===== config.mk =====
export PLATFORM = sky130hd
export DESIGN_NAME = quad_decoder
export DESIGN_NICKNAME = d
export VERILOG_FILES = /design/src/rtl/quad_decoder.sv
export SDC_FILE = /design/constraint.sdc
export NUM_CORES = 1
export LEC_CHECK = 0
export CAP_MARGIN = 15
export CORE_ASPECT_RATIO = 1.75
export CORE_MARGIN = 4
export CORE_UTILIZATION = 30
export DETAILED_ROUTE_END_ITERATION = 7
export GPL_TIMING_DRIVEN = 1
export PLACE_DENSITY = 0.52
export SLEW_MARGIN = 20
export SYNTH_ARGS = -nofsm -noshare
export SYNTH_HDL_FRONTEND = slang
export SYNTH_SLANG_ARGS = --single-unit

===== constraint.sdc =====
create_clock -name clk -period 3.5 [get_ports clk]
set_clock_uncertainty 0.1 [all_clocks]
set_input_delay 0.35 -clock clk [delete_from_list [all_inputs] [get_ports clk]]
set_output_delay 0.35 -clock clk [all_outputs]
set_load 0.02 [all_outputs]

===== src/rtl/quad_decoder.sv =====
// Quadrature encoder front end: synchronizes and glitch-filters the A/B
// channels, decodes Gray-code transitions into step/up_down pulses for a
// downstream counter, keeps a local 8-bit position and flags illegal jumps.
module quad_decoder #(
  parameter int FILTER_LEN = 3
) (
  input  logic       clk,
  input  logic       reset_n,
  input  logic       enc_a,
  input  logic       enc_b,
  input  logic       clr_err,
  output logic       step,
  output logic       up_down,
  output logic [7:0] pos,
  output logic       err
);

  localparam int CNT_W = 4;
  localparam logic [CNT_W-1:0] CNT_LAST = CNT_W'(FILTER_LEN - 1);

  localparam logic [0:0] ST_INIT  = 1'b0;
  localparam logic [0:0] ST_TRACK = 1'b1;

  // Bit 1 carries channel A, bit 0 carries channel B throughout.
  logic [1:0]            sync_p0;
  logic [1:0]            sync_p1;
  logic [1:0]            filt_p2;
  logic [1:0][CNT_W-1:0] cnt_p2;
  logic [1:0]            prev;
  logic [0:0]            state;
  logic [1:0]            settle;

  logic [1:0] diff;
  logic       chg_one;
  logic       chg_both;
  logic       dir_up;

  // Position within the up sequence 00 -> 01 -> 11 -> 10.
  function automatic logic [1:0] gray_idx(input logic [1:0] ab);
    logic [1:0] idx;
    case (ab)
      2'b00:   idx = 2'd0;
      2'b01:   idx = 2'd1;
      2'b11:   idx = 2'd2;
      default: idx = 2'd3;
    endcase
    return idx;
  endfunction

  // Position update wraps naturally modulo 256 in both directions.
  function automatic logic [7:0] pos_next(input logic [7:0] p, input logic up);
    return up ? (p + 8'd1) : (p - 8'd1);
  endfunction

  // Two-flop synchronizers for the asynchronous encoder inputs.
  always_ff @(posedge clk or negedge reset_n) begin
    if (!reset_n) begin
      sync_p0 <= 2'b00;
      sync_p1 <= 2'b00;
    end else begin
      sync_p0 <= {enc_a, enc_b};
      sync_p1 <= sync_p0;
    end
  end

  // Per-channel stability filter: a new level is accepted only after it has
  // differed from the filtered level for FILTER_LEN consecutive cycles.
  always_ff @(posedge clk or negedge reset_n) begin
    if (!reset_n) begin
      filt_p2 <= 2'b00;
      cnt_p2  <= '0;
    end else begin
      for (int i = 0; i < 2; i++) begin
        if (sync_p1[i] != filt_p2[i]) begin
          if (cnt_p2[i] == CNT_LAST) begin
            filt_p2[i] <= sync_p1[i];
            cnt_p2[i]  <= '0;
          end else begin
            cnt_p2[i] <= cnt_p2[i] + CNT_W'(1);
          end
        end else begin
          cnt_p2[i] <= '0;
        end
      end
    end
  end

  always_comb begin
    diff     = filt_p2 ^ prev;
    chg_one  = (state == ST_TRACK) && ((diff == 2'b01) || (diff == 2'b10));
    chg_both = (state == ST_TRACK) && (diff == 2'b11);
    dir_up   = ((gray_idx(filt_p2) - gray_idx(prev)) == 2'd1);
  end

  // INIT waits for the synchronizers to fill and the filters to settle on the
  // encoder's current level so that adopting it never looks like a jump;
  // TRACK turns each filtered change into a step or an error.
  always_ff @(posedge clk or negedge reset_n) begin
    if (!reset_n) begin
      state   <= ST_INIT;
      settle  <= 2'd0;
      prev    <= 2'b00;
      step    <= 1'b0;
      up_down <= 1'b1;
      pos     <= 8'h00;
      err     <= 1'b0;
    end else begin
      step <= 1'b0;
      prev <= filt_p2;
      case (state)
        ST_INIT: begin
          if (settle != 2'd2) begin
            settle <= settle + 2'd1;
          end else if (sync_p1 == filt_p2) begin
            state <= ST_TRACK;
          end
        end
        default: begin
          if (chg_one) begin
            step    <= 1'b1;
            up_down <= dir_up;
            pos     <= pos_next(pos, dir_up);
          end
        end
      endcase
      if (chg_both) begin
        err <= 1'b1;
      end else if (clr_err) begin
        err <= 1'b0;
      end
    end
  end

endmodule


==> results.md, run 1 <==
- Mapped cell area: roughly 1500 sq um
- Fin crit share: 87.8%
- DR vias: 1030
- Reg2reg path depth: 13
- Top post-synthesis cells by area: dfrtp_1 (48%), ha_1 (15%), xnor2_1 (5.2%)
- Part of the Yosys area used for sequential elements: 49.3%
- Total Routing Usage GR: between 10% and 20%
- Initial Utilization: between 30% and 40%
- Row cnt: 34
- CP Data Required Time: 3590 ps
- YS warnings: 0
- Final instance area: 1900 sq um
- H-tree Lvls: 2
- Met3 wire len: 111 um
- Syn Area/Cell: 10.7 sq um
- First-pass GRT wire length: about 5.0 mm
- # clock sinks: 30
- Hold path cells: 0
- #FFs+latches synth: 30
- Final setup fails: 0
- Met1 Routed Length: 1.07 mm
- Status: finished clean
- HPWL Detailed: ~2.2 mm
- Cell count after synthesis: between 100 and 150
- Synth unique cells: 29
- Antenna diode count: 0
- Ports: 16
- Critical Path Source Type: flop
- Vias in the first global route: 1144
- Die Span X: ~62 um
- Tmin final: 3070 ps
- Routed length per instance: 12.9 um
- Pre-CTS WS: 397 ps
- Total grt overflow: 0
- Die area: 6330 sq um
- Max FO, Critical Path: 9
- CTS root buf: clkbuf_8
- Top-area cell type share of the netlist area: 47.6%
- Worst hold path type: reg -> reg
- Height of the die: between 100 and 150 um
- CTS Buffer Depth: 2
- Post-Syn Nets: 166
- Largest net degree at the start of global routing: 31
- Final wirelength: between 2 and 3 mm
- Top cell type by total area after synthesis: dfrtp_1
- Worst Max-Slew Pin Slew: 376 ps
- Layout cell share with drive strength beyond 1: around 11%
- Area growth syn-to-layout: 24.4%
- 1st-iter DRT viols: 20
- Via density per instance: 4.68
- Fmax: 0.326 GHz
- CP Class: reg -> reg
- Final Hold Viols: 0
- Antenna-violating nets left: 0
- Highest Signal Layer: met4
- CTS resizes: 0
- Setup WS post-layout: between 400 and 500 ps
- Final setup TNS: 0 ps
- Critical Path End Type: flop
- Max-slew violation count: 0
- Clk_lat worst skew: 280 ps
- CP max stage cell: dfrtp_1
- Max incr delay on CP: 430 ps
- Cells along the critical path: inv_1 -> ha_1 -> ha_1 -> xnor2_1 -> mux2i_1 -> buf_4 -> inv_2 -> fa_1 -> o21ai_0 -> a21o_1 -> a21oi_1 -> xor2_1 -> o21ai_0
- Fillers: 507
- Worst-path clk slew: 70 ps
- Reg2reg setup slack: 430 ps
- Drt drc: 0
- Slew margin rel.: between 70 and 80%
- Met2 WL post-DR: 1.58 mm
- Max-cap violations: 0
- Placed Area: 1750 sq um
- Arr. time, crit path: 3160 ps
- Num CTS Buffers: 5
- CTS tree: done
- Register Area: 752 sq um
- Fin nets: 189
- Core ar.: a little under 5000 sq um
- Area of the multi-input gates: 723 sq um
- RSZ-0062 raised after global routing: false
- # hold bufs at CTS: 0
- # port buffers: 15
- Setup repair bufs after CTS: 0
- Routability cong.: 0.818
- Initial antenna violation count: 0
- First-pass iteration count of the detailed router: 3
## layout by cell type (no fill, tap or decap), drive strengths merged, types with 7 or more instances in the layout
cell | Yosys | final
a21oi | 7 | 7
xor2 | 7 | 7
nor2 | 13 | 13
clkdlybuf4s50 | 0 | 15
ha | 18 | 18
dfrtp | 29 | 29
nand2 | 12 | 12
o21ai | 11 | 11
inv | 12 | 12
xnor2 | 9 | 9
## critical path, delay by kind of cell, from the launching register on
kind	cells	cell delay, ps
adders and majority gates	3	900
AOI/OAI and AO/OA	4	710
DFF	1	430
xor gates and xnor gates	2	330
buffers and inverters	3	320
muxes	1	200
## synth_stat cells
cell type   n
dfrtp_1    29
ha_1       18
nor2_1     12
inv_1      11
nand2_1    11
o21ai_0    11
xnor2_1     9
a21oi_1     7
xor2_1      7
nand3_1     4
a21o_1      2
mux2i_1     2
nand2b_1    2
or2_2       2
a31o_2      1
a31oi_1     1
and3b_1     1
clkbuf_1    1
dfstp_2     1
fa_1        1
inv_2       1
mux2_2      1
nand2_2     1
nand3b_1    1
nand4_1     1
nor2_2      1
nor3_1      1
nor3b_1     1
o31ai_1     1
## final timing paths
check	startpoint	to
worst min register to register	sync_p0[0]	sync_p1[0]
worst min-delay path	sync_p0[0]	sync_p1[0]
worst max register to register	filt_p2[0]	pos[6]
worst max-delay path	filt_p2[0]	pos[6]
min in group asynchronous	reset_n	err
max in group asynchronous	reset_n	up_down
## metrics by stage
step / util, % / hold slack (ps) / instances
4_1_cts: 38.4 / 257 / 220
5_1_grt: 38.4 / 273 / 220
3_3_place_gp: 35.5 / 235 / 212
3_5_place_dp: 35.5 / 243 / 212
2_1_floorplan: - / -45.6 / 142
6_report: 38.4 / 254 / 220
## kinds of logic (layout without fill, tap and decap cells)
| group | Yosys count | after routing | synth area share, % |
|---|---|---|---|
| simple gates | 38 | 38 | 11.7 |
| flops | 30 | 30 | 49.3 |
| compound gates | 23 | 23 | 8.37 |
| fa+ha+maj | 19 | 19 | 16.1 |
| xor+xnor | 16 | 16 | 9.20 |
| buf+inv | 13 | 37 | 3.20 |
| mux | 3 | 3 | 2.05 |
## metal layers
| layer | GRT usage [%] | vias up |
|---|---|---|
| li1 | - | 514 |
| met2 | 19.7 | 19 |
| met4 | 5.39 | 0 |
| met5 | 0 | - |
| met3 | 3.16 | 5 |
| met1 | 10.2 | 492 |
## sequential cells by signal, indices dropped and copies added (netlist names)
| signal | cells |
|---|---|
| cnt_p2 | 8 |
| pos | 8 |
| filt_p2 | 2 |
| prev | 2 |
| settle | 2 |
| sync_p0 | 2 |
| sync_p1 | 2 |
| err | 1 |
| state | 1 |
| step | 1 |
| up_down | 1 |
## cell type report
| cell class | count | share of cell area [%] |
|---|---|---|
| timing repair buffer | 17 | 8.71 |
| multi-input combinational | 99 | 38.2 |
| inverter | 12 | 2.38 |
| clock buffer | 6 | 4.36 |
| sequential | 30 | 39.7 |
| tap | 54 | 3.56 |
| clock inverter | 2 | 3.17 |
Power of run 1 is not shown: default switching activity piles up to over one toggle a cycle in this logic, so the estimate is an artifact.
==> run 2: changes to the inputs <==
==> constraint.sdc (replaced) <==
create_clock -name clk -period 3.5 [get_ports clk]
set_clock_uncertainty 0.1 [all_clocks]
set_input_delay 0.7 -clock clk [delete_from_list [all_inputs] [get_ports clk]]
set_output_delay 0.7 -clock clk [all_outputs]
set_load 0.02 [all_outputs]
==> results of run 2 <==
Same layout as run 1 (identical final DEF). Status: finished clean.
Power of run 2 is left out for the same reason.
==> edit, RTL diff (flow settings as in run 1) <==
Add an input register stage for `enc_a`, `enc_b` and `clr_err`; this delays them by one clock.
--- a/src/rtl/quad_decoder.sv
+++ b/src/rtl/quad_decoder.sv
@@ -20,6 +20,16 @@
 
   localparam logic [0:0] ST_INIT  = 1'b0;
   localparam logic [0:0] ST_TRACK = 1'b1;
+
+  logic enc_a_q;
+  logic enc_b_q;
+  logic clr_err_q;
+
+  always_ff @(posedge clk) begin
+    enc_a_q   <= enc_a;
+    enc_b_q   <= enc_b;
+    clr_err_q <= clr_err;
+  end
 
   // Bit 1 carries channel A, bit 0 carries channel B throughout.
   logic [1:0]            sync_p0;
@@ -58,7 +68,7 @@
       sync_p0 <= 2'b00;
       sync_p1 <= 2'b00;
     end else begin
-      sync_p0 <= {enc_a, enc_b};
+      sync_p0 <= {enc_a_q, enc_b_q};
       sync_p1 <= sync_p0;
     end
   end
@@ -125,7 +135,7 @@
       endcase
       if (chg_both) begin
         err <= 1'b1;
-      end else if (clr_err) begin
+      end else if (clr_err_q) begin
         err <= 1'b0;
       end
     end
Check against the original RTL: not equivalent (Yosys sat finds a counterexample within 10 cycles, from zero or initial values and one cycle with reset_n low).
==> edit against run 1 <==
Wire length grew 2.2%. Synthesized area grew 3.9%. Cell area grew 0.40%. Highest routed layer unchanged. Global-route usage shrank 1.1 points. Hold slack lost 25 ps. Via count grew 2.8%. Worst setup slack gained 7.5 ps. Sequential cell count grew 3.
Power is not shown: default switching activity piles up to over one toggle a cycle in this logic, so the estimate is an artifact.
==> edit: results (changes against run 1) <==
outcome complete, no violations (unchanged); largest net degree at the start of global routing 31 (unchanged); pre-CTS setup slack 448 ps (was 397 ps); Final nets 192 (was 189); root buf cell clkbuf_8 (unchanged); reg2reg path depth 13 (unchanged); Critical Path Slowest Stage Cell dfrtp_1 (unchanged); Routed WL 2890 um (was 2830 um); Worst Path Max Fanout 9 (unchanged); GPL Wtd Cong 0.824 (was 0.818); Worst setup EP type flip-flop (unchanged); Synth cell types 30 (was 29); CP arrival 3160 ps (about the same); clock buffer depth 2 (unchanged); via count 1059 (was 1030); IO buf count 15 (unchanged); post-CTS resize count 0 (unchanged); First-pass DRT Iterations 4 (was 3); Worst Max-Slew Pin Slew 375 ps (was 376 ps); Syn Nets 169 (was 166); sequential cell area fraction in the yosys report 0.513 (was 0.493); Total GRT Usage 0.0959 (was 0.107); FF-to-FF End pos[6]$_DFFE_PN0P_ (unchanged); Post-CTS Setup Bufs 0 (unchanged); initial antenna violation count 0 (unchanged); CP startpoint filt_p2[0]$_DFFE_PN0P_ (unchanged); Post-synth ARST share 0.909 (was 1.00); Synthesis Warnings 0 (unchanged); Post-synth top cells dfrtp_1, ha_1, nor2_1 (unchanged); Top delay family on crit path adder cells (unchanged); Reg clk slew, reported paths 60 ps; Initial DRC Count 3 (was 20); top cells by area, synth dfrtp_1, ha_1, xnor2_1 (unchanged); H-tree levels 2 (unchanged); CTS buffer count 5 (unchanged); Hold WC Path Type flip-flop to flip-flop (unchanged); Max stage delay on crit path 440 ps; fin crit share 0.876 (was 0.878); Clock Latency Late Sink 270 ps; first-pass GRT wire length 4910 um (was 4990 um); Layout fillers 496 (was 507); worst reg2reg setup slack 440 ps; share of layout cells above drive strength 1 0.0947 (was 0.108); synthesis-to-finish area growth 20.1% (was 24.4%); Regs by FF count cnt_p2: 8 flops, pos: 8 flops (unchanged); Ant. Diodes 0 (unchanged); DP HPWL 2250 um (was 2210 um)
## edit: how the worst min path moves through the flow
stage | end | startpoint | slack [ps] | cells past startpoint
2_1_floorplan | cnt_p2[0]$_DFF_PN0_ | reset_n | -50 | 0
3_3_place_gp | sync_p0[1]$_DFF_PN0_ | enc_a_q$_DFF_P_ | 220 | 0
3_5_place_dp | sync_p0[1]$_DFF_PN0_ | enc_a_q$_DFF_P_ | 220 | 0
4_1_cts | sync_p0[1]$_DFF_PN0_ | enc_a_q$_DFF_P_ | 230 | 0
5_1_grt | sync_p0[0]$_DFF_PN0_ | enc_b_q$_DFF_P_ | 230 | 0
6_report | sync_p0[0]$_DFF_PN0_ | enc_b_q$_DFF_P_ | 230 | 0
## edit: cell families after synthesis
| group | Yosys count | share of synthesized area |
|---|---|---|
| and+or+nand+nor | 38 | 0.113 |
| DFF | 33 | 0.513 |
| AOI/OAI and AO/OA | 23 | 0.0806 |
| adders and majority gates | 19 | 0.155 |
| xor gates and xnor gates | 16 | 0.0885 |
| buffers and inverters | 13 | 0.0308 |
| muxes | 3 | 0.0197 |
## edit: final cells by class
| class | instances | share of cell area |
|---|---|---|
| flip-flops and latches | 33 | 0.427 |
| clock buffers | 8 | 0.0473 |
| well taps | 54 | 0.0355 |
| multi-input cells | 99 | 0.380 |
| repair buffers | 17 | 0.0868 |
| inverters | 12 | 0.0237 |
## edit: stage by stage
step	std cells	cell area, um2
after CTS	223	1900
after global routing	223	1900
final	223	1900
after global placement	215	1810
after floorplan	145	1580
after detailed placement	215	1810
## edit: layer usage
metal | track usage | share of wire | vias to the layer above
met4 | 0.0569 | 0.022 | 0
met2 | 0.175 | 0.56 | 21
met1 | 0.0925 | 0.39 | 510
met3 | 0.0270 | 0.034 | 4
li1 | - | - | 524
met5 | 0 | 0 | -
